$ cat config.mk
export PLATFORM = sky130hd
export DESIGN_NAME = dds_sweep_ctrl
export DESIGN_NICKNAME = d
export VERILOG_FILES = /design/src/rtl/dds_ctrl_pkg.sv /design/src/rtl/dds_dwell_cnt.sv /design/src/rtl/dds_sweep_ctrl.sv
export SDC_FILE = /design/constraint.sdc
export NUM_CORES = 1
export LEC_CHECK = 0
export BUFFER_PORTS_ARGS = -buffer_cell sky130_fd_sc_hd__buf_2
export CELL_PAD_IN_SITES_DETAIL_PLACEMENT = 0
export CELL_PAD_IN_SITES_GLOBAL_PLACEMENT = 1
export CORE_MARGIN = 1.5
export CORE_UTILIZATION = 47
export CTS_BUF_LIST = sky130_fd_sc_hd__clkbuf_8
export CTS_CLUSTER_SIZE = 30
export DETAILED_ROUTE_END_ITERATION = 10
export GPL_TIMING_DRIVEN = 1
export MAX_ROUTING_LAYER = met4
export PLACE_DENSITY = 0.9
export SLEW_MARGIN = 20
export SYNTH_ARGS = -nofsm -noshare
export SYNTH_HDL_FRONTEND = slang
export SYNTH_SLANG_ARGS = --single-unit
$ cat constraint.sdc
create_clock -name CLK -period 12.7 [get_ports CLK]
set_input_delay 2.54 -clock CLK [delete_from_list [all_inputs] [get_ports CLK]]
set_output_delay 2.54 -clock CLK [all_outputs]
set_load 0.005 [all_outputs]
$ cat src/rtl/dds_ctrl_pkg.sv
// dds_ctrl_pkg: shared constants for the DDS sweep controller slice.
// Latency: n/a (package only).
// Backpressure: n/a. Holds FSM state codes, sweep mode codes and the default FCW width.
package dds_ctrl_pkg;

  localparam int ACC_BITS_DEF = 32;

  typedef logic [1:0] state_t;
  localparam state_t ST_IDLE  = 2'd0;
  localparam state_t ST_LOAD  = 2'd1;
  localparam state_t ST_DWELL = 2'd2;
  localparam state_t ST_DONE  = 2'd3;

  // Mode 3 is reserved and falls through to single-sweep behaviour.
  localparam logic [1:0] MODE_SINGLE = 2'd0;
  localparam logic [1:0] MODE_SAW    = 2'd1;
  localparam logic [1:0] MODE_TRI    = 2'd2;

endpackage

$ cat src/rtl/dds_dwell_cnt.sv
// dds_dwell_cnt: loadable down-counter that times how long each sweep step is held.
// Latency: load/decrement take effect at the next CLK edge; zero is combinational from the count.
// Backpressure: none. Ports: CLK, RSTN (sync, active-low), load/value, en (decrement), zero.
module dds_dwell_cnt
  import dds_ctrl_pkg::*;
#(
  parameter int W = 24
) (
  input  logic         CLK,
  input  logic         RSTN,
  input  logic         load,
  input  logic         en,
  input  logic [W-1:0] value,
  output logic         zero
);

  logic [W-1:0] cnt;

  always_ff @(posedge CLK) begin
    if (!RSTN) begin
      cnt <= '0;
    end else if (load) begin
      cnt <= value;
    end else if (en && (cnt != '0)) begin
      cnt <= cnt - 1'b1;
    end
  end

  assign zero = (cnt == '0);

endmodule

$ cat src/rtl/dds_sweep_ctrl.sv
// dds_sweep_ctrl: sequences FCW, dither enable and LFSR seeds for the DDS core (single/saw/triangle sweeps).
// Latency: start at edge N -> first fcw/fcw_valid/seed_load after edge N+1; later steps every max(dwell,1) cycles.
// Backpressure: none; start is ignored while busy, abort wins over everything but RSTN (sync, active-low).
// Ports: host config in (mode, start/stop/step_fcw, dwell, dither_en, seed*_in), DDS controls out
// (fcw, fcw_valid, dither_ctrl, seed_load, seed1/2), status out (busy, done).
// Build option DDS_SWEEP_RESEED_EN: XOR a per-load counter into the seeds so each sawtooth period reseeds freshly.
module dds_sweep_ctrl
  import dds_ctrl_pkg::*;
#(
  parameter int ACC_BITS   = ACC_BITS_DEF,
  parameter int DWELL_BITS = 24,
  parameter int SEED_BITS  = 32
) (
  input  logic                  CLK,
  input  logic                  RSTN,
  input  logic                  start,
  input  logic                  abort,
  input  logic [1:0]            mode,
  input  logic [ACC_BITS-1:0]   start_fcw,
  input  logic [ACC_BITS-1:0]   stop_fcw,
  input  logic [ACC_BITS-1:0]   step_fcw,
  input  logic [DWELL_BITS-1:0] dwell,
  input  logic                  dither_en,
  input  logic [SEED_BITS-1:0]  seed1_in,
  input  logic [SEED_BITS-1:0]  seed2_in,
  output logic [ACC_BITS-1:0]   fcw,
  output logic                  fcw_valid,
  output logic                  dither_ctrl,
  output logic                  seed_load,
  output logic [SEED_BITS-1:0]  seed1,
  output logic [SEED_BITS-1:0]  seed2,
  output logic                  busy,
  output logic                  done
);

  state_t                state;
  logic                  dir_down;

  // Configuration captured at start; host changes afterwards are invisible to the sweep.
  logic [1:0]            sh_mode;
  logic [ACC_BITS-1:0]   sh_start, sh_stop, sh_step;
  logic [DWELL_BITS-1:0] sh_dwell;
  logic                  sh_dither;
  logic [SEED_BITS-1:0]  sh_seed1, sh_seed2;

  logic [ACC_BITS:0]     up_sum, dn_diff;
  logic [ACC_BITS-1:0]   up_val, dn_val, step_val;
  logic [DWELL_BITS-1:0] dwell_init;
  logic [SEED_BITS-1:0]  seed1_nxt, seed2_nxt;
  logic                  degenerate, cnt_zero;
  logic                  do_load, do_step, go_done, step_down;

  // One extra bit catches carry/borrow so a step never wraps past the bounds.
  assign up_sum  = {1'b0, fcw} + {1'b0, sh_step};
  assign dn_diff = {1'b0, fcw} - {1'b0, sh_step};
  assign up_val  = (up_sum[ACC_BITS] || (up_sum[ACC_BITS-1:0] >= sh_stop))
                   ? sh_stop : up_sum[ACC_BITS-1:0];
  assign dn_val  = (dn_diff[ACC_BITS] || (dn_diff[ACC_BITS-1:0] <= sh_start))
                   ? sh_start : dn_diff[ACC_BITS-1:0];

  // No ramp possible: hold start_fcw for one dwell and finish, whatever the mode.
  assign degenerate = (sh_step == '0) || (sh_start >= sh_stop);
  assign dwell_init = (sh_dwell == '0) ? '0 : sh_dwell - 1'b1;

  // Step decision. A sawtooth restart performs the load actions on the dwell-end
  // edge itself, so every fcw value (including the stop value) is held exactly one dwell.
  always_comb begin
    do_load   = 1'b0;
    do_step   = 1'b0;
    go_done   = 1'b0;
    step_val  = fcw;
    step_down = dir_down;
    if (state == ST_LOAD) begin
      do_load = 1'b1;
    end else if ((state == ST_DWELL) && cnt_zero) begin
      if (degenerate) begin
        go_done = 1'b1;
      end else if (!dir_down) begin
        if (fcw == sh_stop) begin
          case (sh_mode)
            MODE_SAW: do_load = 1'b1;
            MODE_TRI: begin
              do_step   = 1'b1;
              step_down = 1'b1;
              step_val  = dn_val;
            end
            default:  go_done = 1'b1;
          endcase
        end else begin
          do_step  = 1'b1;
          step_val = up_val;
        end
      end else if (fcw == sh_start) begin
        do_step   = 1'b1;
        step_down = 1'b0;
        step_val  = up_val;
      end else begin
        do_step  = 1'b1;
        step_val = dn_val;
      end
    end
    if (abort) begin
      do_load = 1'b0;
      do_step = 1'b0;
      go_done = 1'b0;
    end
  end

`ifdef DDS_SWEEP_RESEED_EN
  logic [31:0] reseed_cnt;

  always_ff @(posedge CLK) begin
    if (!RSTN) begin
      reseed_cnt <= '0;
    end else if (do_load) begin
      reseed_cnt <= reseed_cnt + 1'b1;
    end
  end

  assign seed1_nxt = sh_seed1 ^ SEED_BITS'(reseed_cnt);
  assign seed2_nxt = sh_seed2 ^ SEED_BITS'({reseed_cnt[15:0], reseed_cnt[31:16]});
`else
  assign seed1_nxt = sh_seed1;
  assign seed2_nxt = sh_seed2;
`endif

  dds_dwell_cnt #(.W(DWELL_BITS)) u_dwell_cnt (
    .CLK   (CLK),
    .RSTN  (RSTN),
    .load  (do_load | do_step),
    .en    (state == ST_DWELL),
    .value (dwell_init),
    .zero  (cnt_zero)
  );

  always_ff @(posedge CLK) begin
    if (!RSTN) begin
      state       <= ST_IDLE;
      dir_down    <= 1'b0;
      fcw         <= '0;
      fcw_valid   <= 1'b0;
      dither_ctrl <= 1'b0;
      seed_load   <= 1'b0;
      seed1       <= '0;
      seed2       <= '0;
      busy        <= 1'b0;
      done        <= 1'b0;
      sh_mode     <= MODE_SINGLE;
      sh_start    <= '0;
      sh_stop     <= '0;
      sh_step     <= '0;
      sh_dwell    <= '0;
      sh_dither   <= 1'b0;
      sh_seed1    <= '0;
      sh_seed2    <= '0;
    end else begin
      fcw_valid <= 1'b0;
      seed_load <= 1'b0;
      done      <= 1'b0;
      if (abort) begin
        state       <= ST_IDLE;
        busy        <= 1'b0;
        dither_ctrl <= 1'b0;
      end else begin
        case (state)
          ST_IDLE: begin
            if (start) begin
              sh_mode   <= mode;
              sh_start  <= start_fcw;
              sh_stop   <= stop_fcw;
              sh_step   <= step_fcw;
              sh_dwell  <= dwell;
              sh_dither <= dither_en;
              sh_seed1  <= seed1_in;
              sh_seed2  <= seed2_in;
              state     <= ST_LOAD;
              busy      <= 1'b1;
            end
          end
          ST_DONE: begin
            state <= ST_IDLE;
            busy  <= 1'b0;
          end
          default: begin
            if (do_load) begin
              fcw         <= sh_start;
              fcw_valid   <= 1'b1;
              seed_load   <= 1'b1;
              seed1       <= seed1_nxt;
              seed2       <= seed2_nxt;
              dither_ctrl <= sh_dither;
              dir_down    <= 1'b0;
              state       <= ST_DWELL;
            end else if (do_step) begin
              fcw       <= step_val;
              fcw_valid <= 1'b1;
              dir_down  <= step_down;
            end else if (go_done) begin
              state <= ST_DONE;
              done  <= 1'b1;
            end
          end
        endcase
      end
    end
  end

endmodule

* Word level (Yosys, flattened, before mapping)
Cells that the tools add are included.
** Operators by class
- Add/sub/neg operators :: 4
- Multiply operators :: 0
- Div/mod/pow operators :: 0
- Order comparisons :: 3
- Equal/unequal tests :: 12
- Shift operators :: 0
- Mux-type cells :: 54
- Bitwise gates (word level) :: 4
- Reduce and logical (&&, ||, !) cells :: 27
** Operators by type and width (number)
- $mux 32 :: 11
- $mux 24 :: 3
- $eq 32x32->1 :: 2
- $ge 32x32->1 :: 2
- $logic_not 24->1 :: 2
- $sub 24x1->24 const B :: 2
- $mux 1 :: 34
- $add 32x32->33 :: 1
- $sub 32x32->33 :: 1
- $le 32x32->1 :: 1
- $logic_not 32->1 :: 1
- $reduce_bool 24->1 :: 1
- $reduce_and 3->1 :: 3
- $mux 2 :: 4
- $reduce_bool 2->1 :: 4
- $reduce_and 7->1 :: 1
- $eq 2x2->1 const B :: 3
- $reduce_and 6->1 :: 1
- $reduce_or 2->1 :: 3
- $reduce_or 6->1 :: 1
- $eq 2x1->1 const B :: 2
- $ne 2x2->1 const B :: 2
- $ne 4x2->1 const B :: 1
- $ne 4x3->1 const B :: 1
- other kinds (11) :: 17
** Storage, ports and cells
- Bits in registers :: 315
- Bits in latches :: 0
- Memory bits (writable) :: 0
- ROM bits :: 0
- Bits of input ports :: 191
- Output and inout port bits :: 101
- Logic and storage cells :: 123
- Memories :: 0

* Longest topological paths before layout
Gate-level depths: netlist of the first run.
- Depth in word-level cells :: 13
- Depth in mapped cells :: 24
- Depth with buffers taken out :: 23

* Hierarchy
Synthesis of the first run repeated with hierarchy kept, for this count alone.
** Second synthesis, totals
- Cells, all modules :: 2549
- Area total of the unflattened synthesis :: 19621.3 um^2
** By module, submodules not included
- dds_sweep_ctrl :: instances 1, cells each 2375, area an instance 18156.2 um^2
- dds_dwell_cnt :: instances 1, cells each 174, area an instance 1465.2 um^2

* Worst setup path after synthesis of the first run
OpenSTA, ideal clock, no wires.
- Path kind :: register to register
- Start point :: reg fcw[0]
- End point :: reg fcw[12]
- Arrival :: 5311 ps
- Data required time :: 12579 ps
- Slack :: 7268 ps
- Cell stages (with the launch flop) :: 25
- Path through :: dfxtp_1 > inv_1 > ha_1 > inv_1 > fa_1 > a21o_1 > a221oi_1 > o31ai_1 > a31o_2 > a21oi_1 > nor3_1 > o41ai_1 > xnor2_1 > ha_1 > nand4_1 > nor4_1 > a22oi_1 > nand3_1 > o211ai_1 > a211o_1 > nor2_1 > nand2_1 > buf_2 > o221ai_1 > o21ai_1
** Between the ends
- Longest elaborated chain between the ends :: 12
- Elaborated cells on any way between the ends :: 37
** RTL lines
- start, declared :: line dds_sweep_ctrl.sv:26 : output logic [ACC_BITS-1:0] fcw,
- start signal, assigned :: line dds_sweep_ctrl.sv:186 : fcw <= sh_start;
- start signal, assigned :: line dds_sweep_ctrl.sv:195 : fcw <= step_val;
- $sub 32x32->33 :: line dds_sweep_ctrl.sv:55 : assign dn_diff = {1'b0, fcw} - {1'b0, sh_step};
- $le 32x32->1 :: line dds_sweep_ctrl.sv:58 : assign dn_val = (dn_diff[ACC_BITS] || (dn_diff[ACC_BITS-1:0] <= sh_start))
- $logic_or 1x1->1 :: line dds_sweep_ctrl.sv:58
- $mux 32 :: line dds_sweep_ctrl.sv:59 : ? sh_start : dn_diff[ACC_BITS-1:0];
- $mux 32 :: line dds_sweep_ctrl.sv:80 : case (sh_mode)
- $mux 32 :: line dds_sweep_ctrl.sv:79 : if (fcw == sh_stop) begin
- $mux 32 :: line dds_sweep_ctrl.sv:78 : end else if (!dir_down) begin
- $mux 32 :: line dds_sweep_ctrl.sv:76 : if (degenerate) begin
- $mux 32 :: line dds_sweep_ctrl.sv:75 : end else if ((state == ST_DWELL) && cnt_zero) begin
- $mux 32 :: line dds_sweep_ctrl.sv:73 : if (state == ST_LOAD) begin
- $mux 32 :: line dds_sweep_ctrl.sv:194 : end else if (do_step) begin
- $mux 32 :: line dds_sweep_ctrl.sv:185 : if (do_load) begin
Parallel ways exist; a longest one is shown, timed or not. The select of a mux whose other input is x is not followed.
A chain may end at the register's enable or synchronous reset.

* Worst setup path after layout of the first run
- Start point :: reg fcw[0]
- End point :: reg fcw[6]
Same word-level chain as after synthesis.

==> metrics.cfg, run 1 <==
[status]
status=completed

[run]
maxCapViolCount=0

[synth]
synthAdderAreaFrac_pct=11.2
synth_edf_count=0
netlist_area_um2=19100
yosysUniqueCellTypes=77
syn_nets=2904
syn_avg_cell_area_um2=7.50
yosys_warnings=0
synthFlopType=dfxtp_1
ys_ff_latch=315
synth_top_family_by_area=simple AND/OR/NAND/NOR gates
syn_inst=2543
synth_top_area_cell=dfxtp_1
synth_xor_xnor_area_share_pct=6.98
synth_top_cells_by_area=dfxtp_1 (33%), nand2_1 (12%), ha_1 (11%), a21oi_1 (9.4%), xnor2_1 (4.9%)
synth.area.mux_share_pct=0.328
synth_top_area_share_pct=33.1
synth-async-reset-ratio_pct=0
ys_seq_area_share_pct=33.1
synthSimpleGateAreaFrac_pct=21.5
synth_compound_area_share_pct=21.2

[timing]
slew_headroom_pct=21.2
drv_slew=0
max_freq_mhz=137
fin_skew_ns=0.0318
min_period_ns=7.32
setup_ws_ns=5.38
period_share_pct=57.6
setup_tns_ns=0
hold_violations=0
tightest_slew_ns=1.17
setup_violations=0
rsz0062_at_grt=false

[power]
p_per_area_nw_per_um2=131
power_uw=2890
ir_drop_mv=0.0903
leakagePower_uw=0.00932

[worst_setup_path]
slowest_stage=nand2_1
r2r_cells=23
r2r-end=fcw[6]
end_kind=register
crit_path_max_fanout=17
setup.worst_path.start=fcw[0]
crit_end=fcw[6]
crit_type=register to register
path_cells=inv_1 > ha_1 > inv_1 > fa_1 > a21o_1 > a221oi_1 > o31ai_1 > a31o_2 > a21oi_1 > nor3_1 > o41ai_1 > xnor2_1 > ha_1 > nand4_1 > nor4_1 > a22oi_1 > nand3_1 > o211ai_1 > a211o_1 > nor2_1 > nand2_1 > o221ai_1 > o21ai_1
required_ns=13.26
critPathMaxStageDelay_ns=0.76
r2r-start=fcw[0]
timing.reg2reg.setup_slack_ns=5.38
start_kind=register
critPathArrivalTime_ns=7.88

[cells_and_area]
fillers=3937
mostFrequentLayoutCells=nand2_1 (592), a21oi_1 (357), dfxtp_1 (315)
final_area_um2=22100
layout-drive-gt1-share_pct=15.5
regArea_um2=6310
multi_input_area_um2=11700
nets=3131
syn_to_final_growth_pct=15.9
final_common_cell=nand2_1
final_core_utilization_pct=55.4

[drt]
vias_per_cell=5.64
drt-initial-drc-count=1507
first_pass_iters=6
drt-total-wl_um=65200
drc=0
wire_per_inst_um=19.4
ant_nets=0
dr_total_vias=18900

[placement]
placed_cell_area_um2=20800
preCtsSetupSlack_ns=5.61
io_buffers=291
gp_congestion=1.01
place_hpwl_um=49100

[floorplan]
ios=292
rows=73
dieWidth_um=204
start_util_pct=47.8
die-area_um2=41800
die_height_um=204
core_um2=39900

[cts]
cts_resized=0
clock-sinks=315
clk_pin_slew_worst_paths_ns=0.06
max-clock-path-buffers=3
h-tree-depth=2
post_cts_buffers=0
insertion_delay_ns=0.68
cts_tree=built
cts_root_buf=clkbuf_8
cts_made_buffers=56
ctsHoldBuffers=0

[global_routing]
grt_start_max_net_pins=101
grt_first_pass_wirelength_um=101000
overflow=0
gr-usage-all-layers_pct=31.8
grt_pass1_vias=18300
antenna_found_initial=17

[min_path]
hold_path_class=register to register

## cells in the mapped netlist (all sizes together), types with 17 or more instances
| library cell | number |
|---|---|
| a211oi | 28 |
| a21o | 26 |
| a21oi | 358 |
| a31oi | 39 |
| buf | 22 |
| clkbuf | 117 |
| dfxtp | 315 |
| ha | 168 |
| inv | 148 |
| nand2 | 592 |
| nand3 | 25 |
| nand4 | 37 |
| nor2 | 127 |
| nor2b | 17 |
| nor3 | 33 |
| nor4 | 35 |
| o21ai | 79 |
| o221ai | 18 |
| or3 | 17 |
| xnor2 | 107 |
| xor2 | 45 |
## how the worst min path moves through the flow
stage                   from     endpoint  slack [ns]  cells past startpoint
2_1_floorplan      sh_dither  dither_ctrl        0.43                      2
3_3_place_gp   seed1_nxt[26]    seed1[26]        0.44                      2
3_5_place_dp   seed2_nxt[17]    seed2[17]        0.44                      2
4_1_cts        seed2_nxt[17]    seed2[17]        0.45                      2
5_1_grt        seed1_nxt[15]    seed1[15]        0.47                      2
6_report       seed2_nxt[17]    seed2[17]        0.45                      2
## final cells by class
class	instances	share of cell area, %
Antenna cell	17	0.192
Clock buffer	74	4.61
Clock inverter	31	1.11
Inverter	148	2.55
Multi-Input combinational cell	1941	52.9
Sequential cell	315	28.5
Tap cell	525	2.97
Timing Repair Buffer	308	7.16
## sequential cells by signal, indices dropped and copies added, names as in the netlist, 2 cells and up
name,count
fcw,32
seed1,32
seed1_nxt,32
seed2,32
seed2_nxt,32
sh_dwell,24
sh_mode,2
sh_start,32
sh_step,32
sh_stop,32
state,2
u_dwell_cnt.cnt,24
## metal layers
metal,vias to the layer above,wire length (µm),part of all wire [%],track usage [%]
met1,8913,28700,44,40.2
met2,646,30000,46,50.7
li1,9259,-,-,-
met3,130,4760,7.3,6.68
met4,0,1800,2.8,9.93
met5,-,0,0,-
## per-stage QoR
step,hold slack [ns],cells
floorplan,0.432,2543
global placement,0.436,3237
detailed placement,0.441,3237
CTS,0.449,3342
global route,0.468,3359
finish,0.447,3359
## cell families after synthesis
kind of cell | after synthesis
AND/OR/NAND/NOR | 940
AO/OA/AOI/OAI | 673
flip-flops | 315
buffers and inverters | 287
adder cells (fa/ha/maj) | 170
XOR/XNOR | 152
multiplexers | 6
## where the power goes
group / switching (µW) / total, µW / internal, µW
combinational: 454 / 736 / 282
sequential: 54.6 / 1090 / 1040
clock: 471 / 1060 / 590
## worst max-delay path, delay by kind of cell, from the launching register on
family	cells	cell delay, ns
AOI/OAI and AO/OA	11	3.25
DFF	1	0.39
buffers and inverters	2	0.14
xor gates and xnor gates	1	0.17
and+or+nand+nor	6	2.29
adders and majority gates	3	0.91
(Power assumes the default switching activity.)
==> run 2, diff against run 1 <==
--- a/config.mk
+++ b/config.mk
@@ -9,13 +9,13 @@
 export CELL_PAD_IN_SITES_DETAIL_PLACEMENT = 0
 export CELL_PAD_IN_SITES_GLOBAL_PLACEMENT = 1
 export CORE_MARGIN = 1.5
-export CORE_UTILIZATION = 47
+export CORE_UTILIZATION = 43
 export CTS_BUF_LIST = sky130_fd_sc_hd__clkbuf_8
 export CTS_CLUSTER_SIZE = 30
 export DETAILED_ROUTE_END_ITERATION = 10
 export GPL_TIMING_DRIVEN = 1
 export MAX_ROUTING_LAYER = met4
-export PLACE_DENSITY = 0.9
+export PLACE_DENSITY = 0.83
 export SLEW_MARGIN = 20
 export SYNTH_ARGS = -nofsm -noshare
 export SYNTH_HDL_FRONTEND = slang
==> constraint.sdc (replaced) <==
create_clock -name CLK -period 7.7 [get_ports CLK]
set_input_delay 1.54 -clock CLK [delete_from_list [all_inputs] [get_ports CLK]]
set_output_delay 1.54 -clock CLK [all_outputs]
set_load 0.005 [all_outputs]
==> metrics.cfg, run 2 (same netlist as run 1, synthesis figures left out) <==
[timing]
slew_headroom_pct=26.2
drv_slew=0
setup_ws_ns=1.08
whs_ns=0.419
hold_violations=0
min_period_ns=6.62
rsz0062_at_grt=false
period_share_pct=85.9
setup_tns_ns=0
fin_skew_ns=0.0468
max_freq_mhz=151
setup_violations=0
tightest_slew_ns=1.10

[placement]
io_buffers=291
preCtsSetupSlack_ns=1.20
place_hpwl_um=49600
gp_congestion=0.975
placedCellCount=3300

[power]
ir_drop_mv=0.135
sequentialPowerShare_pct=38.4
comb_power_share_pct=26.0
leakagePower_uw=0.00932
p_int_uw=3080
p_clk_share_pct=35.6
p_sw_share_pct=34.3
p_sw_uw=1610
p_per_area_nw_per_um2=211

[global_routing]
grt_pass1_vias=18000
gr-usage-all-layers_pct=29.4
overflow=0
grt_start_max_net_pins=131
antenna_found_initial=19
grt_first_pass_wirelength_um=101000

[status]
status=completed

[cells_and_area]
mostFrequentLayoutCells=nand2_1 (592), a21oi_1 (357), dfxtp_1 (315)
nets=3135
stdcell_count=3424
layout-drive-gt1-share_pct=15.3
final_common_cell=nand2_1
syn_to_final_growth_pct=16.1

[worst_setup_path]
start_kind=register
r2r_cells=24
critPathArrivalTime_ns=7.22
required_ns=8.30
crit_type=register to register
end_kind=register
crit_path_max_fanout=11

[floorplan]
start_util_pct=43.9
dieWidth_um=214
die_height_um=214
rows=76
ios=292
core_um2=43500
die-area_um2=45600

[cts]
clock-sinks=315
cts_resized=0
insertion_delay_ns=0.69
clk_pin_slew_worst_paths_ns=0.06
max-clock-path-buffers=3
cts_root_buf=clkbuf_8
post_cts_buffers=0
ctsHoldBuffers=0
cts_made_buffers=57
h-tree-depth=2
cts_tree=built

[drt]
ant_nets=0
drt-initial-drc-count=1353
wire_per_inst_um=19.3
first_pass_iters=5
dr_total_vias=19000
drt-total-wl_um=66200
vias_per_cell=5.54
drc=0

[min_path]
hold_path_depth=2
hold_path_class=register to register

[run]
maxCapViolCount=0

## run 2: changes by cell type in the layout (fill, tap and decap cells not counted), sizes merged
| cell | change |
|---|---|
| clkinv | -6 |
| bufinv | -2 |
| buf | +3 |
| inv | +7 |
| diode | +3 |
## run 2: cell type report
class	count	area (µm²)
fillers	4401	21300
multi-input cells	1941	11700
flip-flops and latches	315	6310
repair buffers	311	1610
clock buffers	74	1020
well taps	585	732
inverters	148	563
clock inverters	30	179
diodes	20	50.0
## run 2: worst max-delay path, stage by stage (launching register included)
cell and delay [ns]:
dfxtp_1 0.38, inv_1 0.08, ha_1 0.15, inv_1 0.05, fa_1 0.41, a21o_1 0.21
a221oi_1 0.53, o31ai_1 0.24, a31o_2 0.33, a21oi_1 0.40, nor3_1 0.12, o41ai_1 0.41
xnor2_1 0.15, ha_1 0.34, nand4_1 0.15, nor4_1 0.47, a22oi_1 0.15, nand3_1 0.11
o211ai_1 0.09, a211o_1 0.38, a21boi_1 0.62, buf_4 0.36, o21ai_1 0.09, a31oi_1 0.17
a22o_1 0.16
## run 2: power by group through the flow
| stage | clock network (µW) | logic [µW] | registers, µW |
|---|---|---|---|
| floorplan | 0 | 852 | 1800 |
| global placement | 0 | 1180 | 1830 |
| detailed placement | 0 | 1200 | 1830 |
| CTS | 1710 | 1210 | 1800 |
| global route | 1790 | 1350 | 1810 |
| finish | 1670 | 1220 | 1800 |
## run 2: path summary, 6_finish.rpt
path	startpoint	end	slack, ns
worst max-delay path	fcw[0]	fcw[0]	1.08
worst min-delay path	seed1_nxt[18]	seed1[18]	0.42
worst max register to register	fcw[0]	fcw[0]	1.08
worst min register to register	seed1_nxt[18]	seed1[18]	0.42
## run 2: layer usage
| metal | GRT usage [%] | part of all wire [%] | wire, µm | vias to the layer above |
|---|---|---|---|---|
| met1 | 37.6 | 44 | 29100 | 8903 |
| met4 | 9.49 | 3.0 | 1980 | 0 |
| met2 | 45.7 | 45 | 29800 | 674 |
| li1 | - | - | - | 9257 |
| met5 | - | 0 | 0 | - |
| met3 | 7.10 | 8.0 | 5270 | 118 |
## run 2: metrics by stage
step	instance area, µm²	util [%]	power [µW]
CTS	22100	50.9	4710
finish	22200	51.0	4680
detailed placement	20900	48.1	3030
global placement	20900	48.1	3010
floorplan	19100	-	2650
global route	22200	51.0	4950
